===== config.mk =====
export PLATFORM = sky130hd
export DESIGN_NAME = serial_sub
export DESIGN_NICKNAME = d
export VERILOG_FILES = /design/src/rtl/serial_sub_pkg.sv /design/src/rtl/half_sub.sv /design/src/rtl/serial_sub.sv
export SDC_FILE = /design/constraint.sdc
export NUM_CORES = 1
export LEC_CHECK = 0
export BUFFER_PORTS_ARGS = -buffer_cell sky130_fd_sc_hd__buf_2
export CAP_MARGIN = 25
export CELL_PAD_IN_SITES_DETAIL_PLACEMENT = 1
export CELL_PAD_IN_SITES_GLOBAL_PLACEMENT = 1
export CORE_ASPECT_RATIO = 1.2
export CORE_MARGIN = 4
export CORE_UTILIZATION = 40
export DETAILED_ROUTE_END_ITERATION = 10
export PLACE_DENSITY_LB_ADDON = 0.1
export RECOVER_POWER = 50
export REMOVE_ABC_BUFFERS = 1
export SYNTH_ARGS = -nofsm -noshare
export SYNTH_HDL_FRONTEND = slang
export SYNTH_HIERARCHICAL = 1
export SYNTH_SLANG_ARGS = --single-unit

===== constraint.sdc =====
create_clock -name clk -period 5.2 [get_ports clk]
set_clock_uncertainty 0.2 [all_clocks]
set_input_delay 0.26 -clock clk [delete_from_list [all_inputs] [get_ports clk]]
set_output_delay 0.26 -clock clk [all_outputs]
set_load 0.02 [all_outputs]

===== src/rtl/serial_sub_pkg.sv =====
// serial_sub_pkg
//   Shared definitions for the bit-serial arithmetic primitives
//   (serial_sub today, serial_add later).
//   - sub_state_t : control state encoding (IDLE, SHIFT, DONE)
//   - cnt_width() : width of the bit counter for an operand width w
package serial_sub_pkg;

  typedef enum logic [1:0] {
    IDLE  = 2'd0,
    SHIFT = 2'd1,
    DONE  = 2'd2
  } sub_state_t;

  // The counter must hold 0..w-1. Guard against w < 2 so the result
  // is never a zero-width vector.
  function automatic int cnt_width(input int w);
    if (w < 2) begin
      return 1;
    end
    return $clog2(w);
  endfunction

endpackage


===== src/rtl/half_sub.sv =====
// half_sub
//   Combinational one-bit half subtractor computing a - b.
//   Ports:
//     a      : minuend bit
//     b      : subtrahend bit
//     diff   : a ^ b
//     borrow : 1 when a = 0 and b = 1
module half_sub (
  input  logic a,
  input  logic b,
  output logic diff,
  output logic borrow
);

  assign diff   = a ^ b;
  assign borrow = ~a & b;

endmodule


===== src/rtl/serial_sub.sv =====
// serial_sub
//   Bit-serial subtractor: diff = a - b (mod 2^W), LSB first, one bit
//   per clock. Operands arrive on a valid/ready handshake; the result
//   leaves on a valid/ready handshake and is held until accepted.
//   Ports:
//     clk, rst             : clock, synchronous active-high reset
//     in_valid / in_ready  : operand handshake (a = minuend, b = subtrahend)
//     out_valid / out_ready: result handshake
//     diff                 : a - b modulo 2^W
//     borrow_out           : final borrow, 1 when a < b unsigned
//     ovf                  : two's-complement overflow of a - b
module serial_sub
  import serial_sub_pkg::*;
#(
  parameter int W = 8
) (
  input  logic         clk,
  input  logic         rst,
  input  logic         in_valid,
  output logic         in_ready,
  input  logic [W-1:0] a,
  input  logic [W-1:0] b,
  output logic         out_valid,
  input  logic         out_ready,
  output logic [W-1:0] diff,
  output logic         borrow_out,
  output logic         ovf
);

  localparam int CW = cnt_width(W);
  localparam logic [CW-1:0] LAST = CW'(W - 1);

  sub_state_t    state_reg;
  logic [W-1:0]  a_reg;
  logic [W-1:0]  b_reg;
  logic [W-1:0]  diff_reg;
  logic [CW-1:0] count_reg;
  logic          borrow_reg;
  logic          sa_reg;
  logic          sb_reg;
  logic          in_ready_reg;
  logic          out_valid_reg;
  logic          borrow_out_reg;
  logic          ovf_reg;

  // Full subtract of the current LSBs built from two half subtractors.
  logic d1;
  logic b1;
  logic d;
  logic b2;
  logic borrow_next;

  half_sub u_hs_ab (
    .a      (a_reg[0]),
    .b      (b_reg[0]),
    .diff   (d1),
    .borrow (b1)
  );

  half_sub u_hs_borrow (
    .a      (d1),
    .b      (borrow_reg),
    .diff   (d),
    .borrow (b2)
  );

  assign borrow_next = b1 | b2;

  always_ff @(posedge clk) begin
    if (rst) begin
      state_reg      <= IDLE;
      a_reg          <= '0;
      b_reg          <= '0;
      diff_reg       <= '0;
      count_reg      <= '0;
      borrow_reg     <= 1'b0;
      sa_reg         <= 1'b0;
      sb_reg         <= 1'b0;
      in_ready_reg   <= 1'b1;
      out_valid_reg  <= 1'b0;
      borrow_out_reg <= 1'b0;
      ovf_reg        <= 1'b0;
    end else begin
      case (state_reg)
        IDLE: begin
          if (in_valid && in_ready_reg) begin
            a_reg        <= a;
            b_reg        <= b;
            borrow_reg   <= 1'b0;
            count_reg    <= '0;
            sa_reg       <= a[W-1];
            sb_reg       <= b[W-1];
            in_ready_reg <= 1'b0;
            state_reg    <= SHIFT;
          end
        end

        SHIFT: begin
          // Result bits enter at the MSB so after W shifts bit 0 sits at diff[0].
          diff_reg   <= {d, diff_reg[W-1:1]};
          a_reg      <= a_reg >> 1;
          b_reg      <= b_reg >> 1;
          borrow_reg <= borrow_next;
          count_reg  <= count_reg + CW'(1);
          if (count_reg == LAST) begin
            state_reg      <= DONE;
            out_valid_reg  <= 1'b1;
            borrow_out_reg <= borrow_next;
            // d is the result MSB being shifted in on this edge.
            ovf_reg        <= (sa_reg != sb_reg) && (d != sa_reg);
          end
        end

        DONE: begin
          if (out_ready) begin
            out_valid_reg <= 1'b0;
            in_ready_reg  <= 1'b1;
            state_reg     <= IDLE;
          end
        end

        default: begin
          out_valid_reg <= 1'b0;
          in_ready_reg  <= 1'b1;
          state_reg     <= IDLE;
        end
      endcase
    end
  end

  assign in_ready   = in_ready_reg;
  assign out_valid  = out_valid_reg;
  assign diff       = diff_reg;
  assign borrow_out = borrow_out_reg;
  assign ovf        = ovf_reg;

endmodule

Word-level counts from Yosys, hierarchy flattened
Index checks and enable logic that the tools add are counted.
Word-level totals
  flip-flop bits (word level): 36
  latch bits: 0
  memory bits (writable): 0
  ROM bits: 0
  input port bits: 20
  output and inout bits: 12
  word-level logic and storage cells: 57
  memories kept: 0
Operators by class
  add/sub/neg operators: 1
  multipliers: 0
  divide/modulo/power cells: 0
  magnitude comparators: 0
  eq/ne operators: 8
  shifts and indexed selects: 0
  muxes and demuxes: 17
  bitwise gates (word level): 9
  reduce and logical (&&, ||, !) cells: 10
Operators with widths (number)
  8-bit one-hot mux with 2 select lines: 2
  8-bit two-way mux: 2
  3-bit AND reduction: 3
  2-bit two-way mux: 3
  2-bit != test (second input constant): 3
  1-bit one-hot mux with 3 select lines: 2
  2-bit one-hot mux with 3 select lines: 1
  3-bit one-hot mux with 2 select lines: 1
  2-bit AND reduction: 3
  1-bit two-way mux: 4
  1-bit NOT: 4
  3-bit by 1-bit adder with 3-bit output (second input constant): 1
  3-bit == test (second input constant): 1
  3-bit two-way mux: 1
  1-bit AND: 2
  2-bit by 1-bit == test with 1-bit output (second input constant): 1
  2-bit == test (second input constant): 1
  1-bit logical AND: 2
  2-bit zero test: 1
  1-bit != test: 2
  1-bit one-hot mux with 2 select lines: 1
  2-bit nonzero test: 1
  1-bit bitwise XOR: 2
  1-bit bitwise OR: 1

Logic depth before layout (Yosys ltp)
Gate-level depths: netlist of the first run.
  depth in word-level cells: 5
  mapped depth: 9
  gate-level depth less buffers: 9

By module
The synthesis of the first run kept the hierarchy.
Modules (own cells, without submodules)
  serial_sub: instances 1, cells each 172, area each 1671.6 µm², sequential area each 720.7 µm²
  half_sub: instances 2, cells each 3, area each 20.0 µm², sequential area each 0.0 µm²

Least setup slack after synthesis of the first run
Ideal clock, no wire load.
  kind: register to register
  from: register a_reg[0]
  to: register ovf_reg (netlist: ovf)
  library setup time: 132 ps
  arrival: 1405 ps
  data required time: 4868 ps
  setup slack: 3464 ps
  cell stages (with the launch flop): 10
  buffers on the path: 0
  clock period less this slack: 1736 ps
  path through: dfxtp_1 > inv_1 > ha_1 > inv_1 > inv_1 > ha_1 > inv_1 > and3b_1 > nor4_1 > nor3_1
On the way
  longest elaborated chain between the ends: 4
Ends and longest elaborated chain
  from (decl): RTL line serial_sub.sv:34  | logic [W-1:0] a_reg;
  from (signal assigned): RTL line serial_sub.sv:101  | a_reg <= a_reg >> 1;
  1-bit bitwise XOR: RTL line half_sub.sv:15  | assign diff = a ^ b;
  net d1: RTL line serial_sub.sv:47  | logic d1;
  1-bit bitwise XOR: RTL line half_sub.sv:15
  net d: RTL line serial_sub.sv:49  | logic d;
  1-bit != test: RTL line serial_sub.sv:110  | ovf_reg <= (sa_reg != sb_reg) && (d != sa_reg);
  1-bit logical AND: RTL line serial_sub.sv:110
  to (signal assigned): RTL line serial_sub.sv:110
  to (decl): RTL line serial_sub.sv:44  | logic ovf_reg;
The timed path passes the listed nets, and every way through them passes these cells.
A chain may end at the register's enable or synchronous reset.

Worst setup path in the final report of the first run
  from: register state_reg[1]
  to: register a_reg[0]
On the way
  longest elaborated chain between the ends: 3
  elaborated cells between the ends (all ways): 6
  classes of those cells: 2 x eq/ne; 1 x mux; 3 x reduce/logical
Ends and longest elaborated chain
  from (decl): RTL line serial_sub.sv:33  | sub_state_t state_reg;
  from (signal assigned): RTL line serial_sub.sv:71  | state_reg <= IDLE;
  from (signal assigned): RTL line serial_sub.sv:94  | state_reg <= SHIFT;
  from (signal assigned): RTL line serial_sub.sv:106  | state_reg <= DONE;
  2-bit by 1-bit == test with 1-bit output or 2-bit zero test (tied branches): RTL line serial_sub.sv:84  | case (state_reg)
  2-bit nonzero test (no source line) or 2-bit != test (tied branches)
  2-bit AND reduction (no source line)
Parallel ways exist; a longest one is shown, timed or not.

==> flow_summary.yaml, run 1 <==
synth:
  yosysTopAreaCell: "dfxtp_1"
  avgSynthCellArea_um2: 9.62
  syn_inst: 178
  synth_seq_area_share: 0.421
  synth_cell_types: 30
  synthArstFlopShare: 0
  synth_top_area_frac: 0.421
  ys_ff_latch: 36
  synth_ff_type: "dfxtp_1"
  synth_area_leaders: "dfxtp_1 (42%), o311a_1 (8.2%), mux2_4 (7.9%)"
  synth_edf_count: 0
  yosysWarningCount: 6
  mappedNetlistArea_mm2: 0.00171
drt:
  drtIter0Drc: 45
  wl_per_cell_um: 13.8
  routed_wl_mm: 3.56
  routed_via_density: 5.35
  first_pass_iters: 4
  via_count: 1374
  ant_nets: 0
  drc: 0
setup_path:
  start_kind: "flop"
  worstPathCellList: "clkbuf_1 -> nand2b_4 -> mux2_2 -> o311a_1"
  cp_max_fo: 42
  path_class: "flop to flop"
  r2r-start: "state_reg[1]"
  cp.required_ns: 5.17
  worst_setup_path_end_kind: "flop"
  reg2reg_slack_ns: 2.11
  cp.arrival_ns: 3.06
  slowest_stage: "clkbuf_1"
  regToRegEndpoint: "a_reg[0]"
  reg2reg_depth: 4
  cp_slowest_stage_delay_ns: 1.19
grt:
  grt_usage: 0.148
  grt_max_degree: 43
  grt_pass1_vias: 1355
  antenna_found_initial: 0
  grt_pass1_wl_mm: 6.07
  globalRoute.totalOverflow: 0
clocking:
  cts_tree: "done"
  clk_pin_slew_ns: 0.07
  postCtsHoldBufs: 0
  cts_buffer_depth: 2
  postCtsResizedCells: 0
  cts-root-buf: "clkbuf_8"
  cts_setup_buffers: 0
  cts.sink_count: 36
  htreeDepth: 2
  insertion_delay_ns: 0.28
  cts_buffers: 5
cells_and_area:
  area_growth_pct: 12.7
  stdcell_count: 257
  final_core_util: 0.478
  drive_above_1_share: 0.217
  nFillCells: 484
  nNetsFinal: 226
  antenna_cells: 0
  multi_input_area_um2: 873
  register_area_um2: 721
hold_path:
  min_path_type: "primary input to flop"
  hold_depth: 3
  min_to: "sb_reg"
  worstHoldStart: "b[7]"
power:
  p_seq_frac: 0.510
  p_sw_mw: 0.148
  power_density_mw_per_mm2: 310
  switching_share: 0.248
  p_int_mw: 0.451
  irDropWorstVdd_v: 0.000212
  p_leak_nw: 0.803
  p_comb_frac: 0.161
  clockPowerShare: 0.330
placement:
  place.gp.congestion: 0.661
  dp.cells: 249
  hpwl_mm: 2.51
  io_buffers: 31
timing:
  fin_crit_sh: 0.594
  fmax_mhz: 324
  tns_ns: 0
  hold_viol: 0
  rsz0062_at_grt: "no"
  finalCriticalPeriod_ns: 3.09
  tightest_slew_ns: 1.67
  slew_headroom: -0.111
  finalSetupViolations: 0
  maxSlewViolCount: 43
floorplanning:
  die_area_mm2: 0.00539
  pin_count: 32
  die-width_um: 67.7
  placeableCoreArea_mm2: 0.00404
  rows: 25
  fp.dieH_um: 79.7
  start_util: 0.424
outcome:
  outcome: "complete, but fails checks"
  violations: "capacitance limit, slew limit"
flow_run:
  max_cap_viol_count: 1
-- per-stage QoR --
step                      hold WS (ns)  setup WS (ns)  total power, mW  cell area (µm²)
after floorplan                  0.129           2.89            0.379             1620
after global placement           0.243           3.14            0.404             1860
after detailed placement         0.261           3.07            0.410             1860
after CTS                       0.0439           3.07            0.611             1950
after global routing            0.0670           1.82            0.635             1930
final                           0.0523           2.11            0.599             1930
-- routing by layer --
metal  vias up  part of all wire  global-route usage
met5         -                 0                   0
met4         0             0.017              0.0609
met3         7             0.048              0.0296
met2        26              0.52               0.262
met1       651              0.42               0.169
li1        690                 -                   -
-- worst max-delay path by stage --
| stage | startpoint | to | slack, ns |
|---|---|---|---|
| floorplan | state_reg[1] | a_reg[0] | 2.89 |
| global placement | state_reg[1] | a_reg[3] | 3.14 |
| detailed placement | state_reg[0] | borrow_out | 3.07 |
| CTS | state_reg[0] | borrow_out | 3.07 |
| global route | state_reg[1] | a_reg[0] | 1.82 |
| finish | state_reg[1] | a_reg[0] | 2.11 |
-- layout make-up --
type,count,share of cell area
inverters,7,0.0136
multi-input cells,119,0.453
flip-flops and latches,36,0.374
repair buffers,33,0.0785
clock buffers,8,0.0467
well taps,54,0.0350
-- power by group through the flow --
stage	clock, mW	sequential [mW]	combinational [mW]
6_report	0.197	0.305	0.0962
5_1_grt	0.219	0.308	0.109
4_1_cts	0.207	0.305	0.0989
3_5_place_dp	0	0.312	0.0984
3_3_place_gp	0	0.310	0.0935
2_1_floorplan	0	0.310	0.0689
-- cell usage in the layout (no fill, tap or decap), types with 2 or more instances in the layout --
| master | Yosys | layout |
|---|---|---|
| dfxtp_1 | 36 | 36 |
| nand2_1 | 22 | 22 |
| a21oi_1 | 22 | 21 |
| buf_2 | 3 | 19 |
| clkbuf_1 | 10 | 15 |
| o21bai_1 | 14 | 14 |
| o311a_1 | 14 | 14 |
| mux2_4 | 9 | 9 |
| inv_1 | 7 | 7 |
| o21ai_0 | 7 | 7 |
| clkbuf_8 | 0 | 6 |
| nor2_1 | 5 | 5 |
| mux2_2 | 5 | 5 |
| ha_1 | 4 | 4 |
| nor3b_1 | 2 | 2 |
| nor3_1 | 2 | 2 |
-- cells in the mapped netlist (2+ instances only) --
library cell and n:
clkbuf_1 10, nand2_1 22, ha_1 4, nor2_1 5
o311a_1 14, o21ai_0 7, mux2_4 9, mux2_2 5
nor3_1 2, dfxtp_1 36, o21bai_1 14, a21oi_1 22
nor3b_1 2, buf_2 3, buf_6 2, inv_1 7
-- critical path: cells and delay by family, from the launching register on --
kind	cells	cell delay (ns)
compound gates	1	0.28
buf+inv	1	1.19
flops	1	0.31
mux	1	0.39
simple gates	1	0.60
-- logic make-up after synthesis --
kind of cell	share of synthesized area
compound gates	0.239
fa+ha+maj	0.0292
buf+inv	0.0709
flops	0.421
mux	0.118
simple gates	0.122
No activity file was read; power rests on OpenSTA's default activity.
==> run 2, diff against run 1 <==
clock period = 3 ns   (was 5.2 ns; I/O delays follow)
==> flow_summary.yaml, run 2 (same netlist as run 1, synthesis figures left out) <==
grt:
  globalRoute.totalOverflow: 0
  grt_pass1_vias: 1531
  grt_max_degree: 42
  grt_pass1_wl_mm: 7.04
  grt_usage: 0.173
  antenna_found_initial: 0
power:
  p_comb_frac: 0.150
  clockPowerShare: 0.398
  power_density_mw_per_mm2: 584
  irDropWorstVdd_v: 0.000274
  p_sw_mw: 0.279
  p_leak_nw: 0.840
  p_int_mw: 0.890
  switching_share: 0.239
  p_seq_frac: 0.453
setup_path:
  cp_max_fo: 16
  cp.arrival_ns: 1.95
  r2r-start: "state_reg[0]"
  crit_family: "flip-flops"
  cp_slowest_stage_delay_ns: 0.57
  reg2reg_slack_ns: 1.05
  critPathBufInv: 1
  reg2reg_depth: 4
  worst_setup_path_end_kind: "flop"
  cp.required_ns: 3.00
  path_class: "flop to flop"
  slowest_stage: "dfxtp_1"
  worstPathCellList: "nor2b_1 -> clkbuf_1 -> a21oi_1 -> a311oi_1"
  start_kind: "flop"
  regToRegEndpoint: "borrow_out"
outcome:
  outcome: "complete, no violations"
clocking:
  cts.sink_count: 36
  cts_buffer_depth: 2
  clk_pin_slew_ns: 0.07
  cts_tree: "done"
  cts_buffers: 5
  cts-root-buf: "clkbuf_8"
  postCtsResizedCells: 0
  cts_setup_buffers: 0
  htreeDepth: 2
  postCtsHoldBufs: 3
  insertion_delay_ns: 0.29
drt:
  routed_via_density: 5.33
  drtIter0Drc: 82
  routed_wl_mm: 3.99
  ant_nets: 0
  first_pass_iters: 4
  drc: 0
  via_count: 1392
  wl_per_cell_um: 15.3
cells_and_area:
  nFillCells: 480
  final_cell_mix: "dfxtp_1 (36), nand2_1 (22), a21oi_1 (21)"
  area_growth_pct: 17.0
  stdcell_count: 261
  antenna_cells: 0
  drive_above_1_share: 0.227
  layout_commonest_cell: "dfxtp_1"
  nNetsFinal: 230
  stdcell_area_mm2: 0.00200
floorplanning:
  start_util: 0.424
  fp.dieH_um: 79.7
  rows: 25
  placeableCoreArea_mm2: 0.00404
  pin_count: 32
  die_area_mm2: 0.00539
  die-width_um: 67.7
timing:
  slew_headroom: 0.564
  fmax_mhz: 513
  tns_ns: 0
  setup_ws_ns: 1.05
  rsz0062_at_grt: "no"
  finalSetupViolations: 0
  fin_crit_sh: 0.650
  finalCriticalPeriod_ns: 1.95
  maxSlewViolCount: 0
  hold_viol: 0
  tightest_slew_ns: 0.653
placement:
  dp.cells: 250
  dpl_worst_slack_ns: 1.13
  postPlaceCellArea_mm2: 0.00187
  io_buffers: 31
  place.gp.congestion: 0.659
  hpwl_mm: 2.55
hold_path:
  min_path_type: "primary input to flop"
  worstHoldStart: "a[5]"
  min_to: "a_reg[5]"
  hold_depth: 3
flow_run:
  max_cap_viol_count: 0
[run 2: how the worst max path moves through the flow]
stage,from,to,cells past startpoint
final,state_reg[0],borrow_out,4
after global routing,state_reg[0],borrow_out,4
after CTS,a_reg[0],ovf,9
after detailed placement,a_reg[0],ovf,9
after global placement,state_reg[0],a_reg[4],3
after floorplan,state_reg[1],a_reg[0],3
[run 2: power by group through the flow]
stage | logic, mW | clock network (mW) | registers [mW]
floorplan | 0.119 | 0 | 0.538
global placement | 0.164 | 0 | 0.538
detailed placement | 0.174 | 0 | 0.540
CTS | 0.180 | 0.476 | 0.529
global route | 0.195 | 0.508 | 0.535
finish | 0.175 | 0.465 | 0.529
[run 2: worst register-to-register path, cell delays in order, from the launching register on]
cell and delay (ns):
dfxtp_1 0.57, nor2b_1 0.18, clkbuf_1 0.52, a21oi_1 0.15, a311oi_1 0.25
[run 2: cell type report]
| class | count | area (µm²) | area share |
|---|---|---|---|
| clock buffers | 7 | 96.3 | 0.0481 |
| clock inverters | 1 | 30.0 | 0.0150 |
| inverters | 7 | 26.3 | 0.0131 |
| multi-input cells | 119 | 873 | 0.436 |
| flip-flops and latches | 36 | 721 | 0.360 |
| well taps | 54 | 67.6 | 0.0337 |
| repair buffers | 37 | 189 | 0.0943 |
[run 2: metrics by stage]
step	total power, mW	hold slack (ns)	utilization
after floorplan	0.657	0.0191	-
after global placement	0.702	0.238	0.462
after detailed placement	0.714	0.252	0.462
after CTS	1.18	0.00849	0.501
after global routing	1.24	0.0133	0.496
final	1.17	0.0136	0.496
[run 2: layer usage]
layer / up-vias / GRT usage / share of wire
met2: 28 / 0.306 / 0.53
met3: 8 / 0.0380 / 0.047
met4: 0 / 0.0730 / 0.020
met5: - / 0 / 0
li1: 692 / - / -
met1: 664 / 0.193 / 0.40
==> run 3, diff against run 2 <==
clock period = 2 ns   (was 3 ns; I/O delays follow)
==> flow_summary.yaml, run 3 (same netlist as run 1, synthesis figures left out) <==
outcome:
  outcome: "complete, no violations"
clocking:
  cts_tree: "done"
  postCtsResizedCells: 0
  cts_buffers: 5
  htreeDepth: 2
  insertion_delay_ns: 0.28
  cts_setup_buffers: 0
  cts-root-buf: "clkbuf_8"
  cts.sink_count: 36
  clk_pin_slew_ns: 0.07
  cts_buffer_depth: 2
floorplanning:
  start_util: 0.424
  fp.dieH_um: 79.7
  rows: 25
  die_area_mm2: 0.00539
  pin_count: 32
  die-width_um: 67.7
  placeableCoreArea_mm2: 0.00404
cells_and_area:
  layout_commonest_cell: "dfxtp_1"
  final_core_util: 0.526
  area_growth_pct: 23.9
  nNetsFinal: 246
  antenna_cells: 0
  stdcell_area_mm2: 0.00212
  final_cell_mix: "dfxtp_1 (36), nand2_1 (22), a21oi_1 (21)"
  drive_above_1_share: 0.215
timing:
  fin_crit_sh: 0.910
  finalCriticalPeriod_ns: 1.82
  rsz0062_at_grt: "no"
  tightest_slew_ns: 0.620
  fmax_mhz: 549
  slew_headroom: 0.587
  setup_ws_ns: 0.179
  maxSlewViolCount: 0
  whs_ns: 0.0587
  hold_viol: 0
  finalSetupViolations: 0
drt:
  first_pass_iters: 4
  routed_via_density: 5.26
  via_count: 1458
  drc: 0
  ant_nets: 0
  drtIter0Drc: 62
  routed_wl_mm: 3.89
  wl_per_cell_um: 14.1
setup_path:
  reg2reg_slack_ns: 0.18
  regToRegEndpoint: "ovf"
  reg2reg_depth: 9
  cp.required_ns: 1.97
  worstPathCellList: "inv_1 -> ha_1 -> inv_1 -> inv_1 -> ha_1 -> inv_1 -> and3b_1 -> nor4_1 -> nor3_1"
  r2r-start: "a_reg[0]"
  cp_slowest_stage_delay_ns: 0.32
  cp.arrival_ns: 1.79
  worst_setup_path_end_kind: "flop"
  slowest_stage: "dfxtp_1"
  start_kind: "flop"
  cp_max_fo: 3
  path_class: "flop to flop"
  crit_path_frequent_cell: "inv_1"
grt:
  grt_usage: 0.170
  use_met2: 0.285
  antenna_found_initial: 0
  grt.busiest_layer: "met2"
  grt_pass1_vias: 1523
  globalRoute.totalOverflow: 0
  grt.met3_usage: 0.0479
  use_met1: 0.193
  grt_max_degree: 42
  grt_pass1_wl_mm: 6.96
hold_path:
  min_to: "count_reg[2]"
  worstHoldStart: "rst"
  hold_depth: 3
  min_path_type: "primary input to flop"
flow_run:
  max_cap_viol_count: 0
power:
  irDropWorstVdd_v: 0.000361
  power.total_mw: 1.60
  p_leak_nw: 0.892
  power_density_mw_per_mm2: 754
placement:
  io_buffers: 31
  place.gp.congestion: 0.654
  postPlaceCellArea_mm2: 0.00188
  dpl_worst_slack_ns: 0.179
  hpwl_mm: 2.48
[run 3: through the flow]
step / TNS (ns) / cells
global route: 0 / 277
finish: 0 / 277
global placement: 0 / 252
CTS: 0 / 277
floorplan: -4.87 / 162
detailed placement: 0 / 252
[run 3: layout make-up]
type,instances,area (µm²)
Sequential cell,36,721
Timing Repair Buffer,53,343
Tap cell,54,67.6
Fill cell,472,1910
Clock buffer,8,90.1
Inverter,7,26.3
Multi-Input combinational cell,119,873
[run 3: where the power goes]
part / leakage, nW / switching [mW] / internal (mW)
clock network: 0.0455 / 0.243 / 0.281
registers: 0.295 / 0.0261 / 0.764
logic: 0.551 / 0.133 / 0.151
[run 3: how the worst max path moves through the flow]
| stage | cells after the start | slack (ns) | start | to |
|---|---|---|---|---|
| after global routing | 9 | 0.03 | a_reg[0] | ovf |
| after detailed placement | 9 | 0.18 | a_reg[0] | ovf |
| after CTS | 9 | 0.16 | a_reg[0] | ovf |
| final | 9 | 0.18 | a_reg[0] | ovf |
| after global placement | 9 | 0.23 | a_reg[0] | ovf |
| after floorplan | 3 | -0.31 | state_reg[1] | a_reg[0] |
[run 3: critical path: cells and delay by family (launching register included)]
kind | cells | cell delay [ns]
simple gates | 3 | 0.46
fa+ha+maj | 2 | 0.55
buf+inv | 4 | 0.19
flops | 1 | 0.32
[run 3: timing repair]
item,in CTS,in global routing
endpoints found under the setup margin,0,0
endpoints found under the hold margin,20,0
hold buffers,17,0
[run 3: per-layer routing]
layer / wire, µm / up-vias
met5: 0 / -
met4: 89 / 0
met3: 181 / 9
met2: 1970 / 30
met1: 1650 / 696
li1: - / 723
